==> config.mk <==
export PLATFORM = sky130hd
export DESIGN_NAME = pipe_skid_reg_flat
export DESIGN_NICKNAME = d
export VERILOG_FILES = /design/src/rtl/pipe_skid_reg_pkg.sv /design/src/rtl/pipe_skid_reg_if.sv /design/src/rtl/pipe_skid_reg.sv /design/src/flat_wrapper.sv
export SDC_FILE = /design/constraint.sdc
export NUM_CORES = 1
export LEC_CHECK = 0
export ABC_AREA = 1
export BUFFER_PORTS_ARGS = -buffer_cell sky130_fd_sc_hd__buf_2
export CAP_MARGIN = 0
export CORE_ASPECT_RATIO = 1.75
export CORE_MARGIN = 5
export CORE_UTILIZATION = 35
export CTS_CLUSTER_DIAMETER = 40
export DETAILED_ROUTE_END_ITERATION = 12
export HOLD_SLACK_MARGIN = 0.03
export SYNTH_ARGS = -nofsm -noshare
export SYNTH_HDL_FRONTEND = slang
export SYNTH_SLANG_ARGS = --single-unit
==> constraint.sdc <==
create_clock -name clk -period 2.7 [get_ports clk]
set_input_delay 0 -clock clk [delete_from_list [all_inputs] [get_ports clk]]
set_output_delay 0 -clock clk [all_outputs]
set_load 0.005 [all_outputs]
==> src/rtl/pipe_skid_reg_pkg.sv <==
// Shared pipeline-stage types: handshake stage states and per-stage payload layouts.
package pipe_pkg;

    typedef enum logic [1:0] {
        PS_EMPTY = 2'd0,
        PS_ONE   = 2'd1,
        PS_FULL  = 2'd2
    } pipe_state_e;

    localparam int unsigned MEMWB_PAYLOAD_W = 104;

    typedef struct packed {
        logic [31:0] pc;
        logic [31:0] alu;
        logic [31:0] mem;
        logic [4:0]  rd;
        logic        reg_write;
        logic [1:0]  wb_sel;
    } memwb_payload_t;

    function automatic logic [1:0] state_occupancy(input pipe_state_e s);
        logic [1:0] occ;
        case (s)
            PS_ONE:  occ = 2'd1;
            PS_FULL: occ = 2'd2;
            default: occ = 2'd0;
        endcase
        return occ;
    endfunction

endpackage

==> src/rtl/pipe_skid_reg_if.sv <==
// Valid/ready stage handshake bundle; master drives upstream data and downstream ready.
interface pipe_skid_reg_if #(
    parameter int unsigned DATA_W = 104
);
    logic              flush;
    logic              in_valid;
    logic              in_ready;
    logic [DATA_W-1:0] in_data;
    logic              out_valid;
    logic              out_ready;
    logic [DATA_W-1:0] out_data;
    logic [1:0]        occupancy;

    modport master (
        output flush, in_valid, in_data, out_ready,
        input  in_ready, out_valid, out_data, occupancy
    );

    modport slave (
        input  flush, in_valid, in_data, out_ready,
        output in_ready, out_valid, out_data, occupancy
    );
endinterface

==> src/rtl/pipe_skid_reg.sv <==
// Pipeline stage register with a one-entry skid buffer; every output is a register output.
module pipe_skid_reg
    import pipe_pkg::*;
#(
    parameter int unsigned DATA_W = MEMWB_PAYLOAD_W
) (
    input  logic           clk,
    input  logic           rst_n,
    pipe_skid_reg_if.slave bus
);

    pipe_state_e       r_state;
    pipe_state_e       w_next_state;
    logic [DATA_W-1:0] r_main;
    logic [DATA_W-1:0] r_skid;
    logic [DATA_W-1:0] w_main_nxt;
    logic [DATA_W-1:0] w_skid_nxt;
    logic              w_in_fire;
    logic              w_out_fire;

    assign w_in_fire  = bus.in_valid && (r_state != PS_FULL);
    assign w_out_fire = (r_state != PS_EMPTY) && bus.out_ready;

    always_ff @(posedge clk or negedge rst_n) begin
        if (!rst_n) begin
            r_state <= PS_EMPTY;
            r_main  <= '0;
            r_skid  <= '0;
        end else begin
            r_state <= w_next_state;
            r_main  <= w_main_nxt;
            r_skid  <= w_skid_nxt;
        end
    end

    always_comb begin
        w_next_state = r_state;
        w_main_nxt   = r_main;
        w_skid_nxt   = r_skid;
        if (bus.flush) begin
            w_next_state = PS_EMPTY;
            w_main_nxt   = '0;
            w_skid_nxt   = '0;
        end else begin
            case (r_state)
                PS_EMPTY: begin
                    if (w_in_fire) begin
                        w_next_state = PS_ONE;
                        w_main_nxt   = bus.in_data;
                    end
                end
                PS_ONE: begin
                    if (w_in_fire && w_out_fire) begin
                        w_main_nxt = bus.in_data;
                    end else if (w_out_fire) begin
                        // main keeps its value on drain so out_data retains the last payload
                        w_next_state = PS_EMPTY;
                    end else if (w_in_fire) begin
                        w_next_state = PS_FULL;
                        w_skid_nxt   = bus.in_data;
                    end
                end
                PS_FULL: begin
                    if (w_out_fire) begin
                        w_next_state = PS_ONE;
                        w_main_nxt   = r_skid;
                    end
                end
                default: begin
                    w_next_state = PS_EMPTY;
                end
            endcase
        end
    end

    assign bus.in_ready  = (r_state != PS_FULL);
    assign bus.out_valid = (r_state != PS_EMPTY);
    assign bus.out_data  = r_main;
    assign bus.occupancy = state_occupancy(r_state);

endmodule

==> src/flat_wrapper.sv <==
// flat-port wrapper written by rule: the top's interface ports become plain ports
module pipe_skid_reg_flat import pipe_pkg::*;
#(
    parameter int unsigned DATA_W = MEMWB_PAYLOAD_W
)
  (clk, rst_n, bus_flush, bus_in_valid, bus_in_data, bus_out_ready, bus_in_ready, bus_out_valid, bus_out_data, bus_occupancy);
  pipe_skid_reg_if #(.DATA_W(DATA_W)) bus_i ();
  input  logic clk;
  input  logic rst_n;
  input wire logic [$bits(bus_i.flush)-1:0] bus_flush;
  input wire logic [$bits(bus_i.in_valid)-1:0] bus_in_valid;
  input wire logic [$bits(bus_i.in_data)-1:0] bus_in_data;
  input wire logic [$bits(bus_i.out_ready)-1:0] bus_out_ready;
  output wire logic [$bits(bus_i.in_ready)-1:0] bus_in_ready;
  output wire logic [$bits(bus_i.out_valid)-1:0] bus_out_valid;
  output wire logic [$bits(bus_i.out_data)-1:0] bus_out_data;
  output wire logic [$bits(bus_i.occupancy)-1:0] bus_occupancy;
  assign bus_i.flush = bus_flush;
  assign bus_i.in_valid = bus_in_valid;
  assign bus_i.in_data = bus_in_data;
  assign bus_i.out_ready = bus_out_ready;
  assign bus_in_ready = bus_i.in_ready;
  assign bus_out_valid = bus_i.out_valid;
  assign bus_out_data = bus_i.out_data;
  assign bus_occupancy = bus_i.occupancy;
  pipe_skid_reg #(.DATA_W(DATA_W)) u_core (.clk(clk), .rst_n(rst_n), .bus(bus_i));
endmodule
; Word level (Yosys, flattened, before mapping)
; Cells that the tools add are included.
; W data, S select, Z words.
[totals]
regBits = 210
latchBits = 0
mem_bits_rw = 0
mem_bits_ro = 0
input_bits = 109
n_memories = 0
[classes]
addsub = 0
n_mul = 0
div_mod_pow = 0
n_lt_le_gt_ge = 0
n_eq_ne = 10
n_shift = 0
muxes = 17
bitwise = 0
reduce_logical = 11
[ops]
columns = op, count
row1 = $mux W104, 8
row2 = $pmux W104 S3, 1
row3 = $mux W2, 6
row4 = $reduce_and A4 Y1, 3
row5 = $ne A3 B2 Y1 const B, 3
row6 = $ne A2 B2 Y1 const B, 3
row7 = $pmux W2 S3, 1
row8 = $reduce_bool A2 Y1, 3
row9 = $ne A4 B2 Y1 const B, 1
row10 = $pmux W2 S2, 1
row11 = $reduce_bool A4 Y1, 1
row12 = $logic_and A1 B1 Y1, 3
row13 = $ne A3 B3 Y1 const B, 1
row14 = $eq A2 B1 Y1 const B, 1
row15 = $eq A2 B2 Y1 const B, 1
row16 = $logic_not A2 Y1, 1

; Logic depth before layout (Yosys ltp)
[depth]
word_depth = 7
mapped_depth = 12
ltp_nobuf = 10

; Least setup slack after synthesis
; No wires, ideal clock.
[synth_timing]
kind = reg-to-reg
startpoint = register u_core.r_state[0]
endpoint = register u_core.r_main[69] (netlist: u_core.bus.out_data[69])
setup_ns = 0.066
arrival_ns = 1.632
required_ns = 2.634
slack_ns = 1.002
stages_incl_launch_ff = 10
cell_sequence = dfrtp_1 -> inv_1 -> ha_1 -> buf_2 -> buf_2 -> clkbuf_1 -> o21ai_0 -> nor2_1 -> nand3_1 -> nand2_1
[synth_via]
elab_chain_len = 5
elab_cells_between_ends = 15
cone_classes = eq/ne (6) / mux (2) / reduce/logical (7)
[synth_rtl]
columns = element, line
row1 = from (decl), pipe_skid_reg.sv:12  ; pipe_state_e r_state;
row2 = from (signal assigned), pipe_skid_reg.sv:30  ; r_state <= w_next_state;
row3 = $ne A2 B2 Y1 / $reduce_bool A2 Y1 (equally long branches), "pipe_skid_reg.sv:21, pipe_skid_reg.sv:22"
row4 = $logic_and A1 B1 Y1 (on tied branches), "pipe_skid_reg.sv:21, pipe_skid_reg.sv:22"
row5 = $logic_and A1 B1 Y1, pipe_skid_reg.sv:53  ; if (w_in_fire && w_out_fire) begin
row6 = $ne A3 B2 Y1 (no source line), n/a
row7 = $reduce_and A4 Y1 (no source line), n/a
row8 = to (signal assigned), pipe_skid_reg.sv:31  ; r_main <= w_main_nxt;
row9 = to (decl), pipe_skid_reg.sv:14  ; logic [DATA_W-1:0] r_main;
; Several ways; a longest one is shown, not always the timed one.
; A chain may end at the register's enable or synchronous reset.

; Final worst setup path
; Same ends and word-level chain as after synthesis.

==> impl_metrics.env <==
export IMPL_fillers=2723
export IMPL_end_kind="flip-flop"
export IMPL_critPathTopFamily="buffers and inverters"
export IMPL_ys_warn_count=0
export IMPL_dp_hpwl_um=17800
export IMPL_number_of_max_cap_violations=0
export IMPL_wl_per_cell_um=16.0
export IMPL_portBuffers=216
export IMPL_viasPerCell=4.93
export IMPL_synth_ff_latch_count=210
export IMPL_vias=9445
export IMPL_critPathLaunchType="flip-flop"
export IMPL_grt_overflow=0
export IMPL_syn_nets=1358
export IMPL_p_sw_uw=4790
export IMPL_report_power_total_uw=12400
export IMPL_die_w_um=137
export IMPL_final_count_of_pins_violating_max_slew=0
export IMPL_async_reset_ff_share_pct=100
export IMPL_cts_repair_timing_setup_buffer_count=0
export IMPL_p_int_uw=7560
export IMPL_run_status="finished clean"
export IMPL_grt_pass1_vias=9327
export IMPL_grt_first_pass_wirelength_um=49600
export IMPL_setup_repair_after_global_routing_missed_its_margin="false"
export IMPL_core_region_area_sq_mm=0.0278
export IMPL_maximum_number_of_pins_on_one_net_before_global_route_repair=146
export IMPL_synth_edf_count=0
export IMPL_synth_lib_cells_used_distinct=22
export IMPL_max_slew_margin_rel_pct=48.7
export IMPL_timing_critical_path_cells="inv_1, ha_1, buf_4, nor2_1, nand2_1, nand2_4, buf_4, nand3_1, nand2_1"
export IMPL_critical_path_max_stage_delay_ps=570
export IMPL_required_time_at_the_worst_slack_endpoint_ps=3180
export IMPL_synthToLayoutAreaGrowth_pct=34.3
export IMPL_row_count=81
export IMPL_setup_tns_final_ps=0
export IMPL_synth_commonest_cells="nand2_1 (367), dfrtp_1 (210), o21ai_0 (163)"
export IMPL_total_setup_violations_reported_at_the_end_of_the_flow=0
export IMPL_final_antenna_violating_net_count=0
export IMPL_die_h_um=231
export IMPL_io_pins=217
export IMPL_swShare_pct=38.8
export IMPL_max_freq_mhz=432
export IMPL_design_final_nets=1634
export IMPL_synthMostInstantiatedCell="nand2_1"
export IMPL_start_util_pct=35.3
export IMPL_drt_drc_violations_left=0
export IMPL_cts_hold_buffers_added=108
export IMPL_cts_resized=0
export IMPL_grtUsageTotal_pct=19.4
export IMPL_critical_path_buf_inv_count=3
export IMPL_seq_area_frac_synth_pct=53.6
export IMPL_path_max_fanout=56
export IMPL_htreeDepth=1
export IMPL_synth_area_leaders="dfrtp_1 (54%), nand2_1 (14%), o21ai_0 (8.3%), nand3_1 (8.0%), nor2_1 (4.1%)"
export IMPL_finClkSkew_ps=14.6
export IMPL_drt_iter0_markers=549
export IMPL_cp_max_stage_cell="buf_4"
export IMPL_kind_of_critical_path="flip-flop to flip-flop"
export IMPL_tightestPinTransition_ps=770
export IMPL_cts_inserted_buffers=28
export IMPL_combinationalPowerShare_pct=35.3
export IMPL_post_route_cells_drive_above_1_share_pct=18.9
export IMPL_min_period_ps=2310
export IMPL_area_of_the_mapped_netlist_sq_mm=0.00981
export IMPL_worst_setup_hold_path_clk_slew_ps=60
export IMPL_cts_buffer_depth=3
export IMPL_numClockSinks=210
export IMPL_synthDominantAreaCellType="dfrtp_1"
export IMPL_drt_pass1_iterations=5
export IMPL_worst_ir_drop_vdd_v=0.000496
export IMPL_synth_top_cell_area_share_pct=53.6
export IMPL_clock_root_buffer="clkbuf_16"
export IMPL_avgSynthCellArea_sq_um=7.90
export IMPL_tritoncts_clock_tree="yes"
export IMPL_final_min_period_over_clock_period_pct=85.7
export IMPL_clock_power_share_pct=29.0
export IMPL_wl_um=30600
export IMPL_clk_insertion_delay_late_ps=540
export IMPL_count_of_mapped_cells_out_of_synthesis=1242
export IMPL_ys_flop_type="dfrtp_1"
export IMPL_antenna_found_initial=3
export IMPL_critical_path_arrival_ps=2790
export IMPL_hold_path_class="primary input to async pin"
export IMPL_die_area_sq_mm=0.0316
export IMPL_place_congestion=0.810
export IMPL_finalHoldViolations=0
export IMPL_power_density_mw_per_mm2=938
export IMPL_total_leakage_power_uw=0.00690
export IMPL_seq_power_share_pct=35.7
## per-stage QoR
stage                     hold slack [ps]  instances  cell area (sq um)  setup WS (ps)  utilization, %
final                                36.8       1915              13200            385            47.4
after global routing                  139       1915              13200            182            47.4
after CTS                            96.0       1912              13200            413            47.4
after detailed placement             80.5       1753              11200            436            40.3
after global placement               69.5       1753              11200            483            40.3
after floorplan                      -296       1242               9810           1000               -
## logic make-up after synthesis
group                      share of synthesized area [%]
adders and majority gates                          0.893
buffers and inverters                               7.25
DFF                                                 53.6
AOI/OAI and AO/OA                                   11.6
and+or+nand+nor                                     26.7
## power groups by stage
stage                     Sequential [uW]  Combinational, uW  Clock, uW
after floorplan                      4440               2600          0
after global placement               4450               4240          0
after detailed placement             4470               4300          0
after CTS                            4420               4440       3680
after global routing                 4510               4930       3800
final                                4420               4360       3580
## cell type report
cell class	instances	area, sq um	share of cell area, %
Timing Repair Buffer	341	2420	18.4
Clock inverter	15	129	0.978
Multi-Input combinational cell	872	3870	29.4
Antenna cell	3	7.51	0.0570
Clock buffer	36	772	5.86
Inverter	65	246	1.87
Tap cell	373	467	3.54
Sequential cell	210	5260	39.9
## per-layer routing
metal,track usage [%],vias up,routed length (um)
li1,-,4559,-
met1,23.7,4543,12200
met2,33.5,278,15500
met3,2.76,65,1640
met4,8.58,0,1240
met5,0,-,0
## worst register-to-register path: cells and delay by family (launching register included)
| kind | cells | cell delay (ps) |
|---|---|---|
| fa+ha+maj | 1 | 250 |
| flops | 1 | 410 |
| buf+inv | 3 | 900 |
| simple gates | 5 | 670 |
## flip-flops by register name, indices dropped and copies added (netlist names)
register	count
u_core.bus.out_data	104
u_core.r_skid	104
u_core.r_state	2
## final timing paths
| check | slack [ps] | startpoint | to | cells past startpoint |
|---|---|---|---|---|
| min in group clk | 190 | bus_in_data[59] | u_core.r_skid[59]$_DFFE_PN0P_ | 4 |
| max in group asynchronous | 1810 | rst_n | u_core.bus.out_data[20]$_DFFE_PN0P_ | 3 |
| worst max-delay path | 390 | u_core.r_state[0]$_DFFE_PN0P_ | u_core.bus.out_data[69]$_DFFE_PN0P_ | 9 |
| worst min register to register | 460 | u_core.bus.out_data[11]$_DFFE_PN0P_ | u_core.bus.out_data[11]$_DFFE_PN0P_ | 2 |
| worst min-delay path | 40 | rst_n | u_core.r_skid[51]$_DFFE_PN0P_ | 2 |
| worst max register to register | 390 | u_core.r_state[0]$_DFFE_PN0P_ | u_core.bus.out_data[69]$_DFFE_PN0P_ | 9 |
## cell usage in the layout (no fill, tap or decap), types with 2 or more instances in the layout
cell and count:
a21oi_1 55, buf_12 10, buf_2 215, buf_4 7, clkbuf_1 5, clkbuf_16 29, clkbuf_8 2, clkinv_2 3
clkinv_4 3, clkinvlp_4 3, dfrtp_1 210, diode_2 3, dlygate4sd3_1 108, ha_1 6, inv_1 61, inv_2 3
inv_6 3, inv_8 2, nand2_1 366, nand2_2 2, nand3_1 156, nor2_1 107, nor2_4 2, o21ai_0 163
o21ai_1 9
No activity file was read; power rests on OpenSTA's default activity.
